--- config.mk ---
export PLATFORM = sky130hd
export DESIGN_NAME = msc4_fetch_sequencer
export DESIGN_NICKNAME = d
export VERILOG_FILES = /design/src/rtl/msc4_pkg.sv /design/src/rtl/msc4_fetch_sequencer_pc_unit.sv /design/src/rtl/msc4_fetch_sequencer.sv
export SDC_FILE = /design/constraint.sdc
export NUM_CORES = 1
export LEC_CHECK = 0
export CORE_AREA = 2 2 78 65
export DETAILED_ROUTE_END_ITERATION = 8
export DIE_AREA = 0 0 80 67
export GPL_TIMING_DRIVEN = 1
export PLACE_DENSITY = 0.73
export SYNTH_ARGS = -nofsm -noshare
export SYNTH_HDL_FRONTEND = slang
export SYNTH_HIERARCHICAL = 1
export SYNTH_SLANG_ARGS = --single-unit
--- constraint.sdc ---
create_clock -name CLK0 -period 1.8 [get_ports CLK0]
set_clock_uncertainty 0.1 [all_clocks]
set_input_delay 0.27 -clock CLK0 [delete_from_list [all_inputs] [get_ports CLK0]]
set_output_delay 0.27 -clock CLK0 [all_outputs]
set_load 0.1 [all_outputs]
--- src/rtl/msc4_pkg.sv ---
// MSC-4 fetch sequencer shared types: phase encoding and opcode fields.
// HALTED phase is reachable only when built with MSC4_HALT_EN.
package msc4_pkg;

  typedef enum logic [3:0] {
    PH_A1     = 4'd0,
    PH_A2     = 4'd1,
    PH_A3     = 4'd2,
    PH_M1     = 4'd3,
    PH_M2     = 4'd4,
    PH_X1     = 4'd5,
    PH_X2     = 4'd6,
    PH_X3     = 4'd7,
    PH_HALTED = 4'd8
  } phase_e;

  localparam logic [3:0] OPR_IO  = 4'hE;
  localparam logic [3:0] OPA_WRR = 4'h2;
  localparam logic [3:0] OPA_RDR = 4'hA;
  localparam logic [3:0] OPR_SRC = 4'h2;

endpackage

--- src/rtl/msc4_fetch_sequencer_pc_unit.sv ---
// Program counter: reset value, increment or load once per instruction.
// Arithmetic is naturally mod 4096, so 12'hFFF steps to 12'h000.
module msc4_pc_unit #(
  parameter logic [11:0] PC_RESET = 12'h000
) (
  input  logic        clk,
  input  logic        rst_n,
  input  logic        adv,
  input  logic        load,
  input  logic [11:0] load_addr,
  output logic [11:0] pc
);

  always_ff @(posedge clk or negedge rst_n) begin
    if (!rst_n) begin
      pc <= PC_RESET;
    end else if (adv) begin
      pc <= load ? load_addr : pc + 12'd1;
    end
  end

endmodule

--- src/rtl/msc4_fetch_sequencer.sv ---
// MSC-4 bus sequencer: 8-phase fetch/execute cycle toward Intel-4001 ROMs.
// Build option MSC4_HALT_EN enables the HALT input and HALTED phase.
module msc4_fetch_sequencer
  import msc4_pkg::*;
#(
  parameter logic [11:0] PC_RESET = 12'h000
) (
  input  logic        CLK0,
  input  logic        RESET,
  input  logic [3:0]  D_IN,
  output logic [3:0]  D_OUT,
  output logic        D_OE,
  output logic        SYNC,
  output logic        CM_ROM,
  input  logic [3:0]  ACC_IN,
  input  logic [3:0]  SRC_DATA,
  output logic [3:0]  ACC_OUT,
  output logic        ACC_WE,
  input  logic        JUMP_EN,
  input  logic [11:0] JUMP_ADDR,
  input  logic        HALT,
  output logic [7:0]  INSTR,
  output logic        INSTR_VALID,
  output logic [11:0] PC
);

  phase_e     phase;
  phase_e     phase_nxt;
  logic [3:0] opr;
  logic       is_wrr;
  logic       is_rdr;
  logic       is_src;

  logic       sync_d;
  logic       cm_d;
  logic       oe_d;
  logic [3:0] dout_d;
  logic       valid_d;
  logic       we_d;

  assign is_wrr = INSTR == {OPR_IO, OPA_WRR};
  assign is_rdr = INSTR == {OPR_IO, OPA_RDR};
  assign is_src = (INSTR[7:4] == OPR_SRC) && INSTR[0];

  msc4_pc_unit #(
    .PC_RESET(PC_RESET)
  ) u_pc (
    .clk      (CLK0),
    .rst_n    (RESET),
    .adv      (phase == PH_X3),
    .load     (JUMP_EN),
    .load_addr(JUMP_ADDR),
    .pc       (PC)
  );

`ifndef MSC4_HALT_EN
  logic unused_halt;
  assign unused_halt = HALT;
`endif

  always_comb begin
    phase_nxt = PH_A1;
    unique case (phase)
      PH_A1:   phase_nxt = PH_A2;
      PH_A2:   phase_nxt = PH_A3;
      PH_A3:   phase_nxt = PH_M1;
      PH_M1:   phase_nxt = PH_M2;
      PH_M2:   phase_nxt = PH_X1;
      PH_X1:   phase_nxt = PH_X2;
      PH_X2:   phase_nxt = PH_X3;
`ifdef MSC4_HALT_EN
      PH_X3:     phase_nxt = HALT ? PH_HALTED : PH_A1;
      PH_HALTED: phase_nxt = HALT ? PH_HALTED : PH_A1;
`endif
      default: phase_nxt = PH_A1;
    endcase
  end

  always_ff @(posedge CLK0 or negedge RESET) begin
    if (!RESET) begin
      phase   <= PH_A1;
      opr     <= 4'h0;
      INSTR   <= 8'h00;
      ACC_OUT <= 4'h0;
    end else begin
      phase <= phase_nxt;
      if (phase == PH_M1) opr <= D_IN;
      if (phase == PH_M2) INSTR <= {opr, D_IN};
      if (phase == PH_X2 && is_rdr) ACC_OUT <= D_IN;
    end
  end

  always_comb begin
    sync_d  = 1'b1;
    cm_d    = 1'b1;
    oe_d    = 1'b0;
    dout_d  = 4'h0;
    valid_d = 1'b0;
    we_d    = 1'b0;
    unique case (phase)
      PH_A1: begin
        sync_d = 1'b0;
        oe_d   = 1'b1;
        dout_d = PC[3:0];
      end
      PH_A2: begin
        oe_d   = 1'b1;
        dout_d = PC[7:4];
      end
      PH_A3: begin
        oe_d   = 1'b1;
        dout_d = PC[11:8];
        cm_d   = 1'b0;
      end
      PH_M2: cm_d = (opr != OPR_IO);
      PH_X1: valid_d = 1'b1;
      PH_X2: begin
        unique case (1'b1)
          is_wrr: begin
            oe_d   = 1'b1;
            dout_d = ACC_IN;
          end
          is_src: begin
            cm_d   = 1'b0;
            oe_d   = 1'b1;
            dout_d = SRC_DATA;
          end
          default: ;
        endcase
      end
      PH_X3: we_d = is_rdr;
      default: ;
    endcase
  end

  // Phase resets to A1, whose decode drives the bus; mask while held.
  assign SYNC        = ~RESET | sync_d;
  assign CM_ROM      = ~RESET | cm_d;
  assign D_OE        = RESET & oe_d;
  assign D_OUT       = RESET ? dout_d : 4'h0;
  assign INSTR_VALID = RESET & valid_d;
  assign ACC_WE      = RESET & we_d;

endmodule

==> results.toml, run 1 <==
[grt]
grt_max_degree = 15
grt_overflow = 0
grt.total_usage = 0.239
grt_pass1_wl_mm = 9.47
grt_pass1_vias = 1829
antenna_found_initial = 0

[timing]
setup_ws_ns = -0.383
fmax_mhz = 458
tns_ns = -2.46
fin_crit_sh = 1.21
fin_crit_ns = 2.18
hold_violations = 0
setup_viol = 8
relSlewSlack = 0.820
worstMarginPinSlew_ns = 0.269
rsz0062_at_grt = "true"
final_max_slew_viol_count = 0

[clocking]
cts_made_buffers = 5
htree_levels = 2
clk_latency_ns = 0.29
cts_tree = "built"
cts_buffer_depth = 2
cts.sinks = 31
cts-root-buf = "clkbuf_8"
clkTransAtPathRegs_ns = 0.07

[synthesis]
synth.top_cell.area_share = 0.428
syn_area_um2 = 1810
ys_ff_latch = 31
synthCells = 175
syn_nets = 204
syn_avg_cell_area_um2 = 10.4
synth_area_leaders = "dfrtp_1 43%, mux2_2 8.1%, a21oi_1 4.7%"
yosys.area.top_type = "dfrtp_1"
ys_seq_area_frac = 0.428
yosysWarnings = 6
synth_cell_types = 47

[place]
portBuffers = 59
hpwl_mm = 4.42
gp_congestion = 0.909
place_area_um2 = 3170
place_inst = 322

[drt]
vias_per_cell = 5.43
drt_iter0_drc = 102
wl_mm = 5.98
drc = 0
route.vias.total = 1825
ant_nets = 0
dr.pass1.iters = 4
wl_per_cell_um = 17.8

[floorplanning]
die_w_um = 80
num_rows = 22
initial_core_util = 0.402
dieHeight_um = 67
core_area_um2 = 4510
die-area_um2 = 5360
ios = 61

[final_layout]
diodes = 0
nNetsFinal = 304
syn_to_final_growth_pct = 87.2
drive_gt1_frac = 0.547
fin_cells = 336
multi_input_area_um2 = 1120
utilization = 0.752
regArea_um2 = 822
fill_cells = 296
final_area_um2 = 3400

[flow_run]
maxCapViolations = 0

[power]
ir_worst_vdd_mv = 0.431
leakagePower_nw = 1.38
p_per_area_nw_per_um2 = 676
finalPower_mw = 2.29

[setup_path]
worstPathRequired_ns = 1.43
setup.worst_path.start_class = "flip-flop"
crit_path_max_fanout = 4
path_class = "flip-flop to output port"
crit_arrival_ns = 1.81
end_kind = "output port"

[worst_hold_path]
worstHoldPathType = "input port to asynchronous set/reset pin"

[status]
status = "finished with violations"
violations = "setup timing"
## cell usage in the layout, fill, tap and decap left out, types with 4 or more instances in the layout
cell type	count
o21ai_1	6
mux2_4	4
nand3_1	4
mux2i_1	4
clkdlybuf4s50_1	25
dfrtp_2	16
dfrtp_1	8
nor2_1	9
mux2_2	13
nand3b_1	6
clkbuf_8	5
dfrtp_4	7
buf_4	35
a221o_4	4
nor2_4	5
nand2_1	14
buf_12	34
a21oi_1	17
## worst paths after layout
kind	startpoint	endpoint	slack (ns)	cells past startpoint
max in group asynchronous	RESET	phase[2]	0.90	3
max	INSTR[7]	D_OUT[0]	-0.38	5
min reg2reg	opr[3]	opr[3]	0.48	1
max reg2reg	u_pc/pc[0]	u_pc/pc[8]	0.03	6
min	RESET	u_pc/pc[3]	0.009	2
min in group CLK0	opr[3]	opr[3]	0.48	1
## kinds of logic (layout without fill, tap and decap cells)
logic type,count (synthesis),after routing,share of synthesized area
buffers and inverters,12,113,0.0462
adder cells (fa/ha/maj),1,1,0.00690
flip-flops,31,31,0.428
AO/OA/AOI/OAI,40,40,0.143
AND/OR/NAND/NOR,65,65,0.212
XOR/XNOR,2,2,0.00966
multiplexers,24,24,0.154
## worst max-delay path, stage by stage (launching register included)
cell	delay [ns]
dfrtp_4	0.49
nor4b_4	0.31
nand2_2	0.15
nor2_4	0.21
a221o_4	0.21
buf_12	0.17
## repair_timing
| item | CTS | global route |
|---|---|---|
| setup endpoints to repair | 15 | 16 |
| resized for setup | 10 | 12 |
| pin swaps | 6 | 10 |
| hold buffers | 1 | 0 |
| buffers inserted | 4 | 1 |
| endpoints found under the hold margin | 1 | 0 |
| gates cloned | 0 | 0 |
## metrics by stage
step / hold WS, ns / worst slack [ns]
floorplan: -0.126 / -0.293
global placement: 0.438 / -0.230
detailed placement: 0.446 / -0.295
CTS: 0.0135 / -0.394
global route: 0.0184 / -0.461
finish: 0.00887 / -0.383
## where the power goes
group	switching [mW]	total [mW]	internal [mW]
sequential	0.0483	0.805	0.756
combinational	0.576	0.957	0.381
clock	0.263	0.534	0.271
## flip-flops by register name, summed over array words and instances (netlist names)
name,cells
opr,4
u_pc/pc,12
INSTR,8
phase,3
ACC_OUT,4
## cells in the mapped netlist, drive strengths merged
cell type / count
a311oi: 2
nand2b: 1
nor3b: 2
xor2: 1
a22oi: 1
nor4b: 1
a31oi: 3
nand4: 4
mux2i: 4
buf: 8
inv: 4
mux2: 20
a222oi: 1
nand2: 16
a41o: 1
xnor2: 1
o21ai: 7
o311ai: 1
dfrtp: 31
or2b: 1
a221o: 4
nor2: 16
nand3b: 6
a221oi: 1
and4b: 2
nor3: 4
ha: 1
and3: 4
nand3: 7
a21oi: 17
o22ai: 2
or3: 1
## layer usage
layer  part of all wire  global-route usage  vias up  wire, um
met2               0.47               0.343       81      2790
met1               0.46               0.352      890      2730
met5                  0                   0        -         0
met4             0.0085              0.0720        0        51
li1                   -                   -      849         -
met3              0.068              0.0569        5       409
## cell type report
class,count,area share
Clock buffer,7,0.0225
Multi-Input combinational cell,132,0.331
Clock inverter,1,0.00147
Timing Repair Buffer,101,0.376
Sequential cell,31,0.242
Tap cell,60,0.0221
Inverter,4,0.00516
Power figures use the tool's default switching activity.
==> run 2: changes to the inputs <==
--- a/config.mk
+++ b/config.mk
@@ -5,9 +5,9 @@
 export SDC_FILE = /design/constraint.sdc
 export NUM_CORES = 1
 export LEC_CHECK = 0
-export CORE_AREA = 2 2 78 65
+export CORE_AREA = 2 2 70 72
 export DETAILED_ROUTE_END_ITERATION = 8
-export DIE_AREA = 0 0 80 67
+export DIE_AREA = 0 0 72 74
 export GPL_TIMING_DRIVEN = 1
 export PLACE_DENSITY = 0.73
 export SYNTH_ARGS = -nofsm -noshare
==> results.toml, run 2 (synthesis results as in run 1) <==
[clocking]
cts_tree = "built"
cts_made_buffers = 5
cts-root-buf = "clkbuf_8"
htree_levels = 2
cts_buffer_depth = 2
clk_latency_ns = 0.28
cts.sinks = 31
clkTransAtPathRegs_ns = 0.07

[final_layout]
drive_gt1_frac = 0.545
fill_cells = 297
most-common-layout-cells = "38 x buf_4, 33 x buf_12, 25 x clkdlybuf4s50_1, 17 x a21oi_1, 15 x nand2_1"
utilization = 0.739
reg_top3 = "u_pc/pc (12), INSTR (8)"
diodes = 0
syn_to_final_growth_pct = 87.3
nNetsFinal = 307
top_register = "u_pc/pc"
largest_reg_flops = 12
layout_commonest_cell = "buf_4"

[timing]
final_max_slew_viol_count = 0
setup_ws_ns = -0.412
fin_crit_ns = 2.21
hold_violations = 0
rsz0062_at_grt = "true"
relSlewSlack = 0.747
worstMarginPinSlew_ns = 0.378
fin_crit_sh = 1.23
fmax_mhz = 452
setup_viol = 12

[setup_path]
regToRegStartpoint = "INSTR[4]"
path_cells = "buf_4 -> nand4_1 -> nor2_4 -> a221o_4 -> buf_12"
setup.worst_path.start_class = "flip-flop"
r2r_cells = 7
end_kind = "output port"
max_stage_delay_ns = 0.47
crit_arrival_ns = 1.84
critPathTopFamily = "flip-flops"
rr_endpoint = "ACC_OUT[1]"
rrSetupSlack_ns = -0.07
crit_path_max_fanout = 7
worstPathRequired_ns = 1.43
path_buf_inv = 2
path_class = "flip-flop to output port"
cp_slowest_cell = "dfrtp_2"

[grt]
grt_pass1_wl_mm = 9.29
grt_pass1_vias = 1880
grt_max_degree = 22
grt_overflow = 0
grt.total_usage = 0.229
antenna_found_initial = 0

[floorplanning]
die-area_um2 = 5330
initial_core_util = 0.395
dieHeight_um = 74
core_area_um2 = 4600
num_rows = 25
ios = 61
die_w_um = 72

[place]
portBuffers = 59
place_ws_ns = -0.140
gp_congestion = 0.842
hpwl_mm = 4.10

[flow_run]
maxCapViolations = 0

[power]
p_per_area_nw_per_um2 = 692
leakagePower_nw = 1.39
finalPower_mw = 2.35
ir_worst_vdd_mv = 0.461

[drt]
wl_per_cell_um = 17.2
route.vias.total = 1818
drt_iter0_drc = 90
dr.pass1.iters = 4
drc = 0
ant_nets = 0
wl_mm = 5.73
vias_per_cell = 5.46

[worst_hold_path]
worstHoldPathType = "input port to asynchronous set/reset pin"

[status]
violations = "setup timing"
status = "finished with violations"
==> run 2: cell count changes in the layout (fill, tap and decap cells not counted), moves of 2 or more <==
cell	previous run	this run
dfrtp_1	8	10
buf_4	35	38
clkbuf_8	5	7
dfrtp_2	16	14
==> run 2: area by class of cell <==
class                   count  area (um2)  share of cell area
multi-input cells         132        1110               0.326
well taps                  54        67.6              0.0199
flip-flops and latches     31         820               0.241
inverters                   4        17.5             0.00515
clock buffers               8         100              0.0295
repair buffers            104        1280               0.378
==> run 2: tightest hold or removal path: cells and delay by family <==
family	cells	cell delay [ns]
buffers and inverters	3	0.60
==> run 2: power by group <==
group | internal, mW | switching (mW)
combinational | 0.376 | 0.568
clock | 0.349 | 0.258
sequential | 0.756 | 0.0445
==> run 2: what timing repair did <==
action                     CTS  global route
gates resized for setup     10             6
hold endpoints to repair    10             0
setup buffers                5             4
setup endpoints to repair   19            19
hold buffers                 2             0
pin swaps                    4             4
==> run 2: per-stage QoR <==
step	instance area [um2]	setup TNS (ns)	std cells	hold slack, ns
after floorplan	1970	-1.53	175	-0.126
after global placement	3150	-0.506	315	0.163
after detailed placement	3150	-0.610	315	0.156
after CTS	3360	-2.48	330	0.0731
after global routing	3400	-3.62	333	0.115
final	3400	-2.74	333	0.107
==> run 2: how the worst max path moves through the flow <==
stage	startpoint	endpoint	slack, ns	depth (start not counted)
5_1_grt	INSTR[4]	D_OUT[3]	-0.47	5
3_3_place_gp	INSTR[4]	D_OUT[1]	-0.13	5
3_5_place_dp	INSTR[4]	D_OUT[1]	-0.14	5
4_1_cts	INSTR[6]	D_OUT[1]	-0.40	5
2_1_floorplan	INSTR[4]	D_OE	-0.29	3
6_report	phase[1]	D_OUT[3]	-0.41	5
==> run 2: metal layers <==
layer | vias up | routed length (um) | global-route usage | share of wire
met2 | 78 | 3040 | 0.397 | 0.53
met3 | 13 | 378 | 0.0610 | 0.066
met5 | - | 0 | 0 | 0
met1 | 867 | 2180 | 0.272 | 0.38
met4 | 0 | 129 | 0.0964 | 0.023
li1 | 860 | - | - | -
